==> src/rtl/rdi_stall_hs_ctrl.sv <==
// RDI stall handshake controller: drives per-channel stall requests, collects
// acks, gates trdy while the stall is held, with timeout/abort/error handling.
module rdi_stall_hs_ctrl #(
  parameter int NUM_CH      = 2,
  parameter int TIMEOUT_CYC = 256,
  parameter int CNT_W       = 9
) (
  input  logic              lclk,
  input  logic              sys_rst,
  input  logic              i_stall_start,
  input  logic              i_stall_release,
  input  logic              i_abort,
  input  logic              i_err_clr,
  input  logic [NUM_CH-1:0] i_ch_en,
  input  logic [NUM_CH-1:0] i_lp_stallack,
  input  logic [NUM_CH-1:0] i_trdy_src,
  output logic [NUM_CH-1:0] o_pl_stallreq,
  output logic [NUM_CH-1:0] o_pl_trdy,
  output logic              o_stall_held,
  output logic              o_stall_done,
  output logic              o_stall_timeout,
  output logic              o_busy,
  output logic [2:0]        o_state
);

  typedef enum logic [2:0] {
    S_IDLE = 3'd0,
    S_REQ  = 3'd1,
    S_HOLD = 3'd2,
    S_REL  = 3'd3,
    S_DONE = 3'd4,
    S_ERR  = 3'd5
  } state_t;

  localparam bit              TO_EN    = (TIMEOUT_CYC != 0);
  localparam logic [CNT_W-1:0] CNT_LAST = (TIMEOUT_CYC == 0) ? '0 : CNT_W'(TIMEOUT_CYC - 1);

  state_t            state, state_nxt;
  logic [CNT_W-1:0]  cnt, cnt_nxt;
  logic [NUM_CH-1:0] en_q;
  logic [NUM_CH-1:0] blk, blk_nxt;
  logic [NUM_CH-1:0] stallreq_nxt;
  logic              all_ack, none_ack, start_ok, expired, abort_act;

  always_comb begin
    all_ack   = &(i_lp_stallack | ~en_q);
    none_ack  = ~|(i_lp_stallack & en_q);
    start_ok  = i_stall_start && (|i_ch_en) && !(|(i_lp_stallack & i_ch_en));
    expired   = TO_EN && (cnt == CNT_LAST);
    abort_act = i_abort && (state inside {S_REQ, S_HOLD, S_REL});
  end

  always_ff @(posedge lclk) begin
    if (!sys_rst) begin
      state         <= S_IDLE;
      cnt           <= '0;
      en_q          <= '0;
      blk           <= '0;
      o_pl_stallreq <= '0;
      o_stall_done  <= 1'b0;
    end else begin
      state         <= state_nxt;
      cnt           <= cnt_nxt;
      blk           <= blk_nxt;
      o_pl_stallreq <= stallreq_nxt;
      o_stall_done  <= (state == S_DONE);
      if (state == S_IDLE && start_ok)
        en_q <= i_ch_en;
    end
  end

  always_comb begin
    state_nxt = state;
    cnt_nxt   = cnt;
    if (abort_act) begin
      state_nxt = S_IDLE;
    end else begin
      case (state)
        S_IDLE: begin
          if (start_ok) begin
            state_nxt = S_REQ;
            cnt_nxt   = '0;
          end
        end
        S_REQ: begin
          if (all_ack)
            state_nxt = S_HOLD;
          else if (expired)
            state_nxt = S_ERR;
          else if (TO_EN)
            cnt_nxt = cnt + 1'b1;
        end
        S_HOLD: begin
          if (i_stall_release) begin
            state_nxt = S_REL;
            cnt_nxt   = '0;
          end
        end
        S_REL: begin
          if (none_ack)
            state_nxt = S_DONE;
          else if (expired)
            state_nxt = S_ERR;
          else if (TO_EN)
            cnt_nxt = cnt + 1'b1;
        end
        S_DONE:  state_nxt = S_IDLE;
        S_ERR:   if (i_err_clr) state_nxt = S_IDLE;
        default: state_nxt = S_IDLE;
      endcase
    end
  end

  // blk survives DONE and clears from IDLE, so trdy returns the cycle after the done pulse
  always_comb begin
    blk_nxt = blk;
    case (state)
      S_IDLE:  blk_nxt = '0;
      S_REQ:   blk_nxt = blk | (i_lp_stallack & en_q);
      S_HOLD:  blk_nxt = en_q;
      default: ;
    endcase
    if (abort_act || state_nxt == S_ERR)
      blk_nxt = '0;
    stallreq_nxt = ((state == S_REQ || state == S_HOLD) &&
                    (state_nxt == S_REQ || state_nxt == S_HOLD)) ? en_q : '0;
  end

  always_comb begin
    o_pl_trdy       = i_trdy_src & ~blk;
    o_stall_held    = (state == S_HOLD);
    o_stall_timeout = (state == S_ERR);
    o_busy          = (state != S_IDLE);
    o_state         = state;
  end

`ifndef SYNTHESIS
  a_no_req_disabled: assert property (@(posedge lclk) disable iff (!sys_rst)
    (o_pl_stallreq & ~en_q) == '0);
  a_done_to_excl: assert property (@(posedge lclk) disable iff (!sys_rst)
    !(o_stall_done && o_stall_timeout));
  a_done_pulse: assert property (@(posedge lclk) disable iff (!sys_rst)
    o_stall_done |=> !o_stall_done);
`endif

endmodule

==> config.mk <==
export PLATFORM = sky130hd
export DESIGN_NAME = rdi_stall_hs_ctrl
export DESIGN_NICKNAME = d
export VERILOG_FILES = /design/src/rtl/rdi_stall_hs_ctrl.sv
export SDC_FILE = /design/constraint.sdc
export NUM_CORES = 1
export LEC_CHECK = 0
export BUFFER_PORTS_ARGS = -buffer_cell sky130_fd_sc_hd__buf_2
export CAP_MARGIN = 20
export CORE_MARGIN = 2
export CORE_UTILIZATION = 38
export CTS_CLUSTER_DIAMETER = 40
export CTS_CLUSTER_SIZE = 12
export DETAILED_ROUTE_END_ITERATION = 7
export GPL_ROUTABILITY_DRIVEN = 0
export PLACE_DENSITY = 0.59
export SYNTH_ARGS = -nofsm -noshare
export SYNTH_HDL_FRONTEND = slang
export SYNTH_SLANG_ARGS = --single-unit
==> constraint.sdc <==
create_clock -name lclk -period 2.8 [get_ports lclk]
set_input_delay 0.28 -clock lclk [delete_from_list [all_inputs] [get_ports lclk]]
set_output_delay 0.28 -clock lclk [all_outputs]
set_load 0.02 [all_outputs]
== After elaboration in Yosys (flattened, before gate mapping) ==
Index checks and enable logic that the tools add are counted.
Storage, ports and cells
  memories kept: 0
  latch bits: 0
  input bits: 12
  register bits after elaboration: 19
  word-level logic and storage cells: 65
  output and inout bits: 11
  RAM bits: 0
  memory bits (read-only): 0
Operators by class
  multiply operators: 0
  shifts and indexed selects: 0
  mux-type cells: 15
  divide/modulo/power cells: 0
  reductions and logical operators: 21
  eq/ne operators: 13
  bitwise gates (word level): 9
  add/sub/neg operators: 1
  order comparisons: 0
Operators by type and width (count)
  9-bit two-way mux: 5
  9-bit case mux with 4 select lines: 1
  3-bit two-way mux: 7
  3-bit case mux with 5 select lines: 1
  9-bit by 1-bit adder with 9-bit output, second input constant: 1
  3-bit by 2-bit equality test with 1-bit output, second input constant: 3
  3-bit equality test, second input constant: 3
  9-bit by 8-bit equality test with 1-bit output, second input constant: 1
  3-bit nonzero test: 3
  2-bit != test, second input constant: 4
  2-bit OR reduction: 4
  2-bit bitwise AND: 3
  3-bit by 1-bit equality test with 1-bit output, second input constant: 2
  2-bit case mux with 3 select lines: 1
  6-bit AND reduction: 1
  1-bit logical AND: 5
  2-bit inverter: 2
  2-bit bitwise OR: 2
  2-bit AND reduction: 2
  4-bit nonzero test: 1
  3-bit zero test: 1
  1-bit logical OR: 3
  1-bit inverter: 2
  1-bit zero test: 1

== Logic depth before layout (Yosys ltp) ==
Gate-level depths: netlist of run 1.
  word-level depth: 11
  gate-level depth with buffers: 11
  gate-level depth less buffers: 10

== Least setup slack after synthesis of run 1 ==
No wires, ideal clock.
  path type: flip-flop to flip-flop
  start: reg cnt[0]
  end: reg cnt[7]
  required time: 2.725 ns
  path buffers: 0
  stages on the path, launching flop included: 11
  slack: 0.331 ns
  arrival time: 2.394 ns
  setup time: 0.075 ns
  cells stage by stage: dfxtp_1 > ha_1 > nand3_1 > nor2_1 > and3_1 > ha_1 > nand2b_1 > a2111o_1 > o2bb2ai_2 > or4_1 > o22ai_1
Between the ends
  longest elaborated chain between the ends: 4
  elaborated cells on any way between the ends: 6
Ends and longest elaborated chain
  from (decl): RTL line 39  | logic [CNT_W-1:0] cnt, cnt_nxt;
  from (signal assigned): RTL line 63  | cnt <= cnt_nxt;
  9-bit by 1-bit adder with 9-bit output or 9-bit by 8-bit equality test with 1-bit output (tied branches): RTL line 91, 105, 49
  9-bit two-way mux *: RTL line 102  | else if (expired)
  9-bit two-way mux, on equally long branches: RTL line 100, 86
  9-bit case mux with 4 select lines *: RTL line 78  | case (state)
Every way passes the cells marked *; elsewhere a longest branch is shown, timed or not. The select of a mux whose other input is x is not followed.
A chain may end at the register's enable or synchronous reset.

== Final worst setup path of run 1 ==
Ends and elaborated chain as after synthesis.

==> results.md, run 1 <==
- Status: finished clean
- CTS tree: yes
- Worst Setup SP: cnt[0]
- First-pass iteration count of the detailed router: 4
- Post-CTS Setup Bufs: 0
- Final nets: roughly 180
- Fraction of registers with async set/reset: 0%
- PortBufs: 22
- Vias post-DR: 1154
- Max clock buf depth: 2
- Number of synthesized flops with an enable pin: 0
- Post-Place Cell Area: ~1300 µm²
- Vias in the first global route: 1053
- Synthesized area: about 1200 µm²
- Internal reg-to-reg setup slack: roughly 0.16 ns
- First-pass GRT wire length: roughly 4900 µm
- Slew Limit Fails: 0
- Sw Ratio: between 20% and 30%
- WS Path Type: reg2reg
- ANT nets after route: 0
- CTS hold repair buffers: 0
- Total CTS buffers: 3
- Synth top cells by count: 19 x dfxtp_1, 15 x nand2_1, 14 x a21oi_1, 14 x nor2_1, 9 x inv_1
- Worst Tran Pin Value: between 0.6 and 0.7 ns
- Critical-path maximum fanout: 4
- Aggregate routed wire length: about 2700 µm
- Unrepaired setup endpoints after global routing: false
- DRC: 0
- Yosys warnings: 0
- Reg2Reg Capture Point: cnt[7]
- Pwr dens: roughly 370 nW/µm²
- Worst slack at placement: about 0.18 ns
- Total track usage: around 18%
- Mapped Nets: 162
- HP Class: in2reg
- Comb power frac: 14.6%
- Worst-path clk slew: ~0.1 ns
- Worst-Skew Late Latency: ~0.31 ns
- Synth top area share: roughly a third
- Num ports: 23
- Worst EP arrival: 2.89 ns
- DR iter-0 viols: slightly above 60
- Fillers: 309
- Maximum capacitance violations: 0
- Final Non-Filler Cells: roughly 210
- RR Startpoint: cnt[0]
- Power Total: 0.000493 W
- CP required: ~3.0 ns
- DR WL/cell: around 13 µm
- Max_slew headroom: 59.7%
- Grt total ovfl: 0
- Setup crit start kind: flop
- Tmin final: ~2.6 ns
- Synth cell types: 43
- Seq/Total Area, Yosys: between 30% and 40%
- Initial antenna violation count: 0
- Pin count of the biggest net entering global routing: 20
- Syn avg cell area: ~8.1 µm²
- Setup violators final: 0
- Area of the die: 3620 µm²
- Cells after synthesis: roughly 150
- NetSw: between 0.0001 and 0.00015 W
- Area leader, netlist: dfxtp_1
- Die width: approximately 60 µm
- Int Pwr: 0.000359 W
- Leakage: around 0.52 nW
- Core Area: just over 3000 µm²
- Seq pwr share: a little under three fifths
- CTS Sinks: 19
- Cells after DPL: about 210
- Peak VDD IR: 0.122 mV
- Placement Rows: 20
- Fin. Hold Viols: 0
- Hpwl dp: between 2000 and 2500 µm
- CP Capture Type: flop
- Die height: between 60 and 70 µm
- FF-to-FF path depth: 10
- Clock share of power: roughly 29%
- Post-synthesis register bit count: 19
- Crit share post-route: 94.5%
- Area of the multi-input gates: a little over 700 µm²
- Register area: 380 µm²
- CTS resizes: 0
- Setup TNS: 0 ns
- Initial core utilization: about two fifths
- Primary FF master, synth: dfxtp_1
- Synth area leaders: dfxtp_1 32%, a21oi_1 5.8%, nand2_1 4.7%
- Ant diodes: 0
- Fmax achieved: roughly 0.38 GHz
- Most common cell in the netlist: dfxtp_1
- PnR worst setup slack: 0.155 ns
- Share of layout cells above drive strength 1: between 20% and 30%
- Design Area, Final: approximately 1300 µm²
- Crit path capture: cnt[7]
- Syn-to-layout area delta: 11.7%
- H-tree depth: 1
- Vias/cell: 5.44
- Clk root buf: clkbuf_4
- Worst Skew: 0.00101 ns
-- layout by cell type, fill, tap and decap left out, types with 4 or more instances in the layout --
cell       n
o21ai_0    4
nor2b_1    4
inv_1      9
nand2_1   15
nor2_1    14
nand2b_1   7
dfxtp_1   19
buf_2     22
o32ai_1    4
a21oi_1   14
-- layout make-up --
class	instances	share of cell area, %
clock buffer	4	1.96
inverter	9	2.52
multi-input combinational	112	53.6
sequential	19	28.4
tap	44	4.11
timing repair buffer	24	9.35
-- critical path, cell delays in order (launching register included) --
cell and delay [ns]:
dfxtp_1 0.34, ha_1 0.23, nand3_1 0.13, nor2_1 0.08, and3_1 0.18, ha_1 0.22, nand2b_1 0.16, a2111o_1 0.44
o2bb2ai_2 0.13, or4_1 0.50, o22ai_1 0.15
-- stage by stage --
stage | utilization (%) | hold slack, ns
after floorplan | - | 0.424
after global placement | 43.3 | 0.445
after detailed placement | 43.3 | 0.445
after CTS | 44.2 | 0.254
after global routing | 44.2 | 0.282
final | 44.2 | 0.246
-- power groups by stage --
stage | Combinational (W) | Clock (W) | Sequential [W]
after global routing | 0.0000799 | 0.000157 | 0.000279
after CTS | 0.0000723 | 0.000148 | 0.000278
after floorplan | 0.0000531 | 0 | 0.000282
after detailed placement | 0.0000721 | 0 | 0.000284
after global placement | 0.0000704 | 0 | 0.000285
final | 0.0000720 | 0.000143 | 0.000278
-- registers in the layout, indices dropped and copies added (netlist names) --
name / flops
cnt: 9
blk: 2
o_state: 3
o_pl_stallreq: 2
o_stall_done: 1
en_q: 2
-- logic make-up after synthesis --
kind of cell / after synthesis / synth area share (%)
AO/OA/AOI/OAI: 43 / 24.5
XOR/XNOR: 2 / 1.46
adder cells (fa/ha/maj): 2 / 2.09
buffers and inverters: 17 / 8.35
flip-flops: 19 / 31.7
multiplexers: 3 / 2.92
AND/OR/NAND/NOR: 62 / 28.9
-- layer usage --
metal  share of wire, %  up-vias  GRT usage (%)  routed length [µm]
li1                   -      580              -                   -
met1                 47      517           25.8                1290
met2                 44       54           25.6                1210
met3                7.9        3           3.03                 216
met4                1.1        0           7.62                  31
met5                  0        -              0                   0
-- how the worst min path moves through the flow --
stage | from | endpoint | cells after the start
finish | i_ch_en[0] | en_q[0] | 3
global route | i_ch_en[1] | en_q[1] | 3
CTS | i_ch_en[0] | en_q[0] | 3
detailed placement | cnt[8] | cnt[8] | 2
global placement | cnt[8] | cnt[8] | 2
floorplan | i_ch_en[0] | en_q[0] | 2
(Power assumes the default switching activity.)
==> run 2: changes to the inputs <==
Settings changed: CORE_MARGIN 2 to default.
==> run 2 against run 1 <==
Compared with the run above:
- worst setup slack improved by 0.031 ns
- register-to-register slack better by 0.03 ns
- maximum frequency rose by 1.2%
- sequential share of layout area down 0.080 points
- global-route usage up 0.94 points
- critical endpoint unchanged
- largest power group unchanged
==> results.md, run 2 (same netlist as run 1, synthesis figures left out) <==
- Maximum capacitance violations: 0
- ANT nets after route: 0
- Fillers: 334
- Post-Place Cell Area: between 1000 and 1500 µm²
- Vias post-DR: 1142
- Hold Crit Depth: 3
- WHS: around 0.26 ns
- CTS resizes: 0
- First-pass GRT wire length: a little under 5000 µm
- Slew Limit Fails: 0
- Crit share post-route: about 93%
- Cells after DPL: 207
- First-pass iteration count of the detailed router: 4
- Max clock buf depth: 2
- Int Pwr: 0.000358 W
- Hpwl dp: ~2100 µm
- Cell mode on critical path: ha_1
- Pin count of the biggest net entering global routing: 20
- Status: finished clean
- Die width: 58.2 µm
- Clk root buf: clkbuf_4
- Worst Skew: between 0.005 and 0.006 ns
- Worst Tran Pin Value: around 0.62 ns
- Crit-path cells: ha_1, nand3_2, nor2_1, and3_1, ha_1, nand2b_1, a2111o_1, o2bb2ai_2, or4_1, o22ai_2
- Final nets: between 150 and 200
- Max reg flops: 9
- Most frequent cells in the layout: 22 x buf_2, 19 x dfxtp_1, 15 x nand2_1
- Slowest CP cell: or4_1
- PortBufs: 22
- Initial core utilization: between 30% and 40%
- DR WL/cell: 12.5 µm
- Final Non-Filler Cells: around 210
- Share of layout cells above drive strength 1: between 20% and 30%
- Sw Ratio: a little over a quarter
- Seq pwr share: between 50 and 60%
- Vias/cell: roughly 5.4
- CTS Sinks: 19
- Peak VDD IR: 0.155 mV
- Clock share of power: ~28%
- Total CTS buffers: 3
- Vias in the first global route: roughly 1100
- CTS hold repair buffers: 0
- Pwr dens: around 360 nW/µm²
- Setup violators final: 0
- Fin. Hold Viols: 0
- Post-CTS Setup Bufs: 0
- CTS tree: yes
- Critical-path maximum fanout: 4
- Commonest non-fill, non-tap cell in the layout: buf_2
- Worst EP arrival: ~2.9 ns
- Leakage: approximately 0.52 nW
- Worst-path clk slew: between 0.1 and 0.15 ns
- Placement Rows: 20
- DRC: 0
- FF-to-FF path depth: 10
- Grt total ovfl: 0
- Unrepaired setup endpoints after global routing: false
- Setup TNS: 0 ns
- H-tree depth: 1
- WS Path Type: reg2reg
- CP required: 3.03 ns
- Core Area: 3030 µm²
- Tmin final: roughly 2.6 ns
- Total track usage: between 10% and 20%
- HP Class: in2reg
- Worst-Skew Late Latency: 0.30 ns
- Most flops, register: cnt
- Die height: approximately 58 µm
- Ant diodes: 0
- Num ports: 23
- CP Capture Type: flop
- Fmax achieved: approximately 0.38 GHz
- Aggregate routed wire length: 2640 µm
- Final cell utilization of the core: ~44%
- Syn-to-layout area delta: 12.0%
- Worst stage delay on the critical path: 0.54 ns
- Setup crit start kind: flop
- Area of the die: roughly 3400 µm²
- DR iter-0 viols: 38
- Max_slew headroom: between 50 and 60%
- NetSw: about 0.00013 W
- Initial antenna violation count: 0
- Design Area, Final: ~1300 µm²
- Comb power frac: approximately 14%
-- run 2: changes by cell type in the layout (fill, tap and decap cells not counted), sizes merged --
cell / before / now
buf: 24 / 23
-- run 2: worst max-delay path: cells and delay by family, from the launching register on --
family / cells / cell delay (ns)
and+or+nand+nor: 5 / 1.06
AOI/OAI and AO/OA: 3 / 0.70
adders and majority gates: 2 / 0.45
DFF: 1 / 0.35
-- run 2: stage by stage --
step | worst slack, ns | total power, W
finish | 0.186 | 0.000488
global route | 0.0379 | 0.000521
CTS | 0.125 | 0.000493
detailed placement | 0.148 | 0.000356
global placement | 0.240 | 0.000354
floorplan | 0.331 | 0.000335
-- run 2: final timing paths --
path / start / endpoint / slack [ns]
max: cnt[0] / cnt[7] / 0.19
min: i_ch_en[1] / en_q[1] / 0.26
max reg2reg: cnt[0] / cnt[7] / 0.19
min reg2reg: cnt[8] / cnt[8] / 0.46
-- run 2: routing by layer --
metal | wire length (µm) | track usage [%]
met1 | 1320 | 27.5
met2 | 1090 | 26.9
met3 | 176 | 2.90
met4 | 46 | 8.16
met5 | 0 | 0
-- run 2: final cells by class --
| cell class | instances | area (µm²) | share of cell area, % |
|---|---|---|---|
| Clock buffer | 4 | 26.3 | 1.96 |
| Tap cell | 44 | 55.1 | 4.10 |
| Sequential cell | 19 | 380 | 28.3 |
| Timing Repair Buffer | 23 | 118 | 8.76 |
| Inverter | 9 | 33.8 | 2.52 |
| Multi-Input combinational cell | 112 | 729 | 54.3 |
-- run 2: power groups by stage --
stage | Sequential, W | Clock [W] | Combinational (W)
after floorplan | 0.000282 | 0 | 0.0000531
after global placement | 0.000285 | 0 | 0.0000686
after detailed placement | 0.000285 | 0 | 0.0000702
after CTS | 0.000279 | 0.000143 | 0.0000704
after global routing | 0.000280 | 0.000161 | 0.0000796
final | 0.000279 | 0.000139 | 0.0000706
==> run 3: changes to the inputs <==
Settings changed: ABC_AREA from default to 1.
==> run 3 against run 2 <==
Compared with the run above:
- flip-flop and latch count stayed put
- non-clock buffer count decreased by 1
- clock power grew 3%
- utilization increased by 0.43 points
- worst setup slack better by 0.61 ns
- synthesized cell count is 32% higher
- critical path depth up 4
- hold slack got worse by 0.0047 ns
- clock-buffer cell count unchanged
- sequential share of layout area is 2.9 points lower
- global-route usage is 1.8 points lower
- cell count grew 26%
==> results.md, run 3 <==
- Cells after synthesis: roughly 200
- Max clock buf depth: 2
- CP required: about 3 ns
- Pin count of the biggest net entering global routing: 14
- ANT nets after route: 0
- Share of layout cells above drive strength 1: between 20% and 30%
- Setup crit start kind: flop
- Syn-to-layout area delta: 12.6%
- Maximum capacitance violations: 0
- Critical-path maximum fanout: 10
- Fraction of registers with async set/reset: 0%
- Fillers: 361
- Most common cell in the netlist: nand2_1
- Die width: 61.1 µm
- Synth area leaders: dfxtp_1 29%, nand2_1 13%, nor2_1 7.6%
- Leakage: 0.719 nW
- Worst Skew: around 0.016 ns
- Primary FF master, synth: dfxtp_1
- Crit share post-route: 71.5%
- Post-CTS Setup Bufs: 0
- Status: finished clean
- Most flops, register: cnt
- CTS resizes: 0
- Worst stage delay on the critical path: about 0.35 ns
- Setup TNS: 0 ns
- Synthesized area: between 1000 and 1500 µm²
- Slowest CP cell: dfxtp_1
- Power Total: between 0.0005 and 0.0006 W
- Placement Rows: 21
- Setup violators final: 0
- WS Path Type: reg2reg
- Seq/Total Area, Yosys: between 20% and 30%
- Vias/cell: 4.67
- Area of the die: between 3000 and 4000 µm²
- Max_slew headroom: 57.5%
- Final Non-Filler Cells: 265
- First-pass iteration count of the detailed router: 4
- Unrepaired setup endpoints after global routing: false
- Vias post-DR: 1237
- PortBufs: 22
- Worst-Skew Late Latency: approximately 0.30 ns
- Tmin final: 2.00 ns
- Die height: roughly 61 µm
- Yosys warnings: 0
- HP Class: in2reg
- Syn avg cell area: ~6.8 µm²
- Worst EP arrival: 2.19 ns
- Fin. Hold Viols: 0
- DR iter-0 viols: 78
- Cells after DPL: 261
- Worst slack at placement: between 0.7 and 0.8 ns
- Peak VDD IR: 0.265 mV
- Total CTS buffers: 3
- Worst Tran Pin Value: 0.636 ns
- Final nets: ~230
- Area of the multi-input gates: 803 µm²
- CP Capture Type: flop
- H-tree depth: 1
- First-pass GRT wire length: 4650 µm
- Crit-path cells: ha_1, nand2_1, inv_1, nand3_1, nor3_1, ha_1, a21oi_1, nand2_2, nor2_2, nand3_4, inv_8, nand2_1, o21ai_1, nor2_1
- Area leader, netlist: dfxtp_1
- Ant diodes: 0
- Total track usage: ~17%
- Grt total ovfl: 0
- WHS: about 0.25 ns
- Num ports: 23
- Most frequent cells in the layout: 46 x nand2_1, 27 x nor2_1, 23 x inv_1
- Number of synthesized flops with an enable pin: 0
- CTS tree: yes
- Max reg flops: 9
- Hpwl dp: 2130 µm
- Fmax achieved: about 0.5 GHz
- PnR worst setup slack: ~0.80 ns
- Worst-path clk slew: roughly 0.10 ns
- Commonest non-fill, non-tap cell in the layout: nand2_1
- Register area: between 300 and 400 µm²
- Aggregate routed wire length: about 2800 µm
- Clk root buf: clkbuf_4
- Synth top cells by count: 46 x nand2_1, 27 x nor2_1, 23 x inv_1
- Vias in the first global route: slightly above 1000
- Post-synthesis register bit count: 19
- Slew Limit Fails: 0
- Initial antenna violation count: 0
- Core Area: approximately 3300 µm²
- Pwr dens: roughly 350 nW/µm²
- CTS Sinks: 19
- CTS hold repair buffers: 0
- DRC: 0
- Synth cell types: 28
- DR WL/cell: about 11 µm
- Initial core utilization: roughly two fifths
- Mapped Nets: 210
- Synth top area share: between 20% and 30%
## run 3: final timing paths
kind,from,to,slack (ns),depth (start not counted)
worst min register to register,en_q[0],o_pl_stallreq[0],0.49,2
worst max-delay path,cnt[0],cnt[8],0.80,14
worst min-delay path,sys_rst,en_q[1],0.25,3
worst max register to register,cnt[0],cnt[8],0.80,14
## run 3: layout make-up
| class | count | area share [%] |
|---|---|---|
| sequential | 19 | 25.5 |
| inverter | 27 | 7.79 |
| tap | 46 | 3.85 |
| clock buffer | 4 | 1.76 |
| multi-input combinational | 147 | 53.8 |
| timing repair buffer | 22 | 7.37 |
## run 3: through the flow
| stage | instance area (µm²) | util [%] |
|---|---|---|
| 2_1_floorplan | 1330 | - |
| 3_3_place_gp | 1470 | 44.0 |
| 3_5_place_dp | 1470 | 44.0 |
| 4_1_cts | 1490 | 44.8 |
| 5_1_grt | 1490 | 44.8 |
| 6_report | 1490 | 44.8 |
## run 3: power by group
group          total, W  internal [W]  switching [W]
registers      0.000285      0.000277     0.00000778
logic          0.000102     0.0000336      0.0000684
clock network  0.000143     0.0000554      0.0000873
total          0.000529      0.000366       0.000163
## run 3: per-layer routing
layer	track usage (%)	wire length (µm)
met1	22.7	1360
met2	27.5	1340
met3	3.78	112
met4	3.90	0
met5	0	0
## run 3: kinds of logic after synthesis
kind of cell | synth area share, %
AO/OA/AOI/OAI | 13.0
AND/OR/NAND/NOR | 43.0
flip-flops | 28.7
adder cells (fa/ha/maj) | 1.89
XOR/XNOR | 2.64
buffers and inverters | 10.8
## run 3: critical path: cells and delay by family (launching register included)
kind | cells | cell delay, ns
and+or+nand+nor | 8 | 0.69
adders and majority gates | 2 | 0.42
DFF | 1 | 0.35
AOI/OAI and AO/OA | 2 | 0.25
buffers and inverters | 2 | 0.20
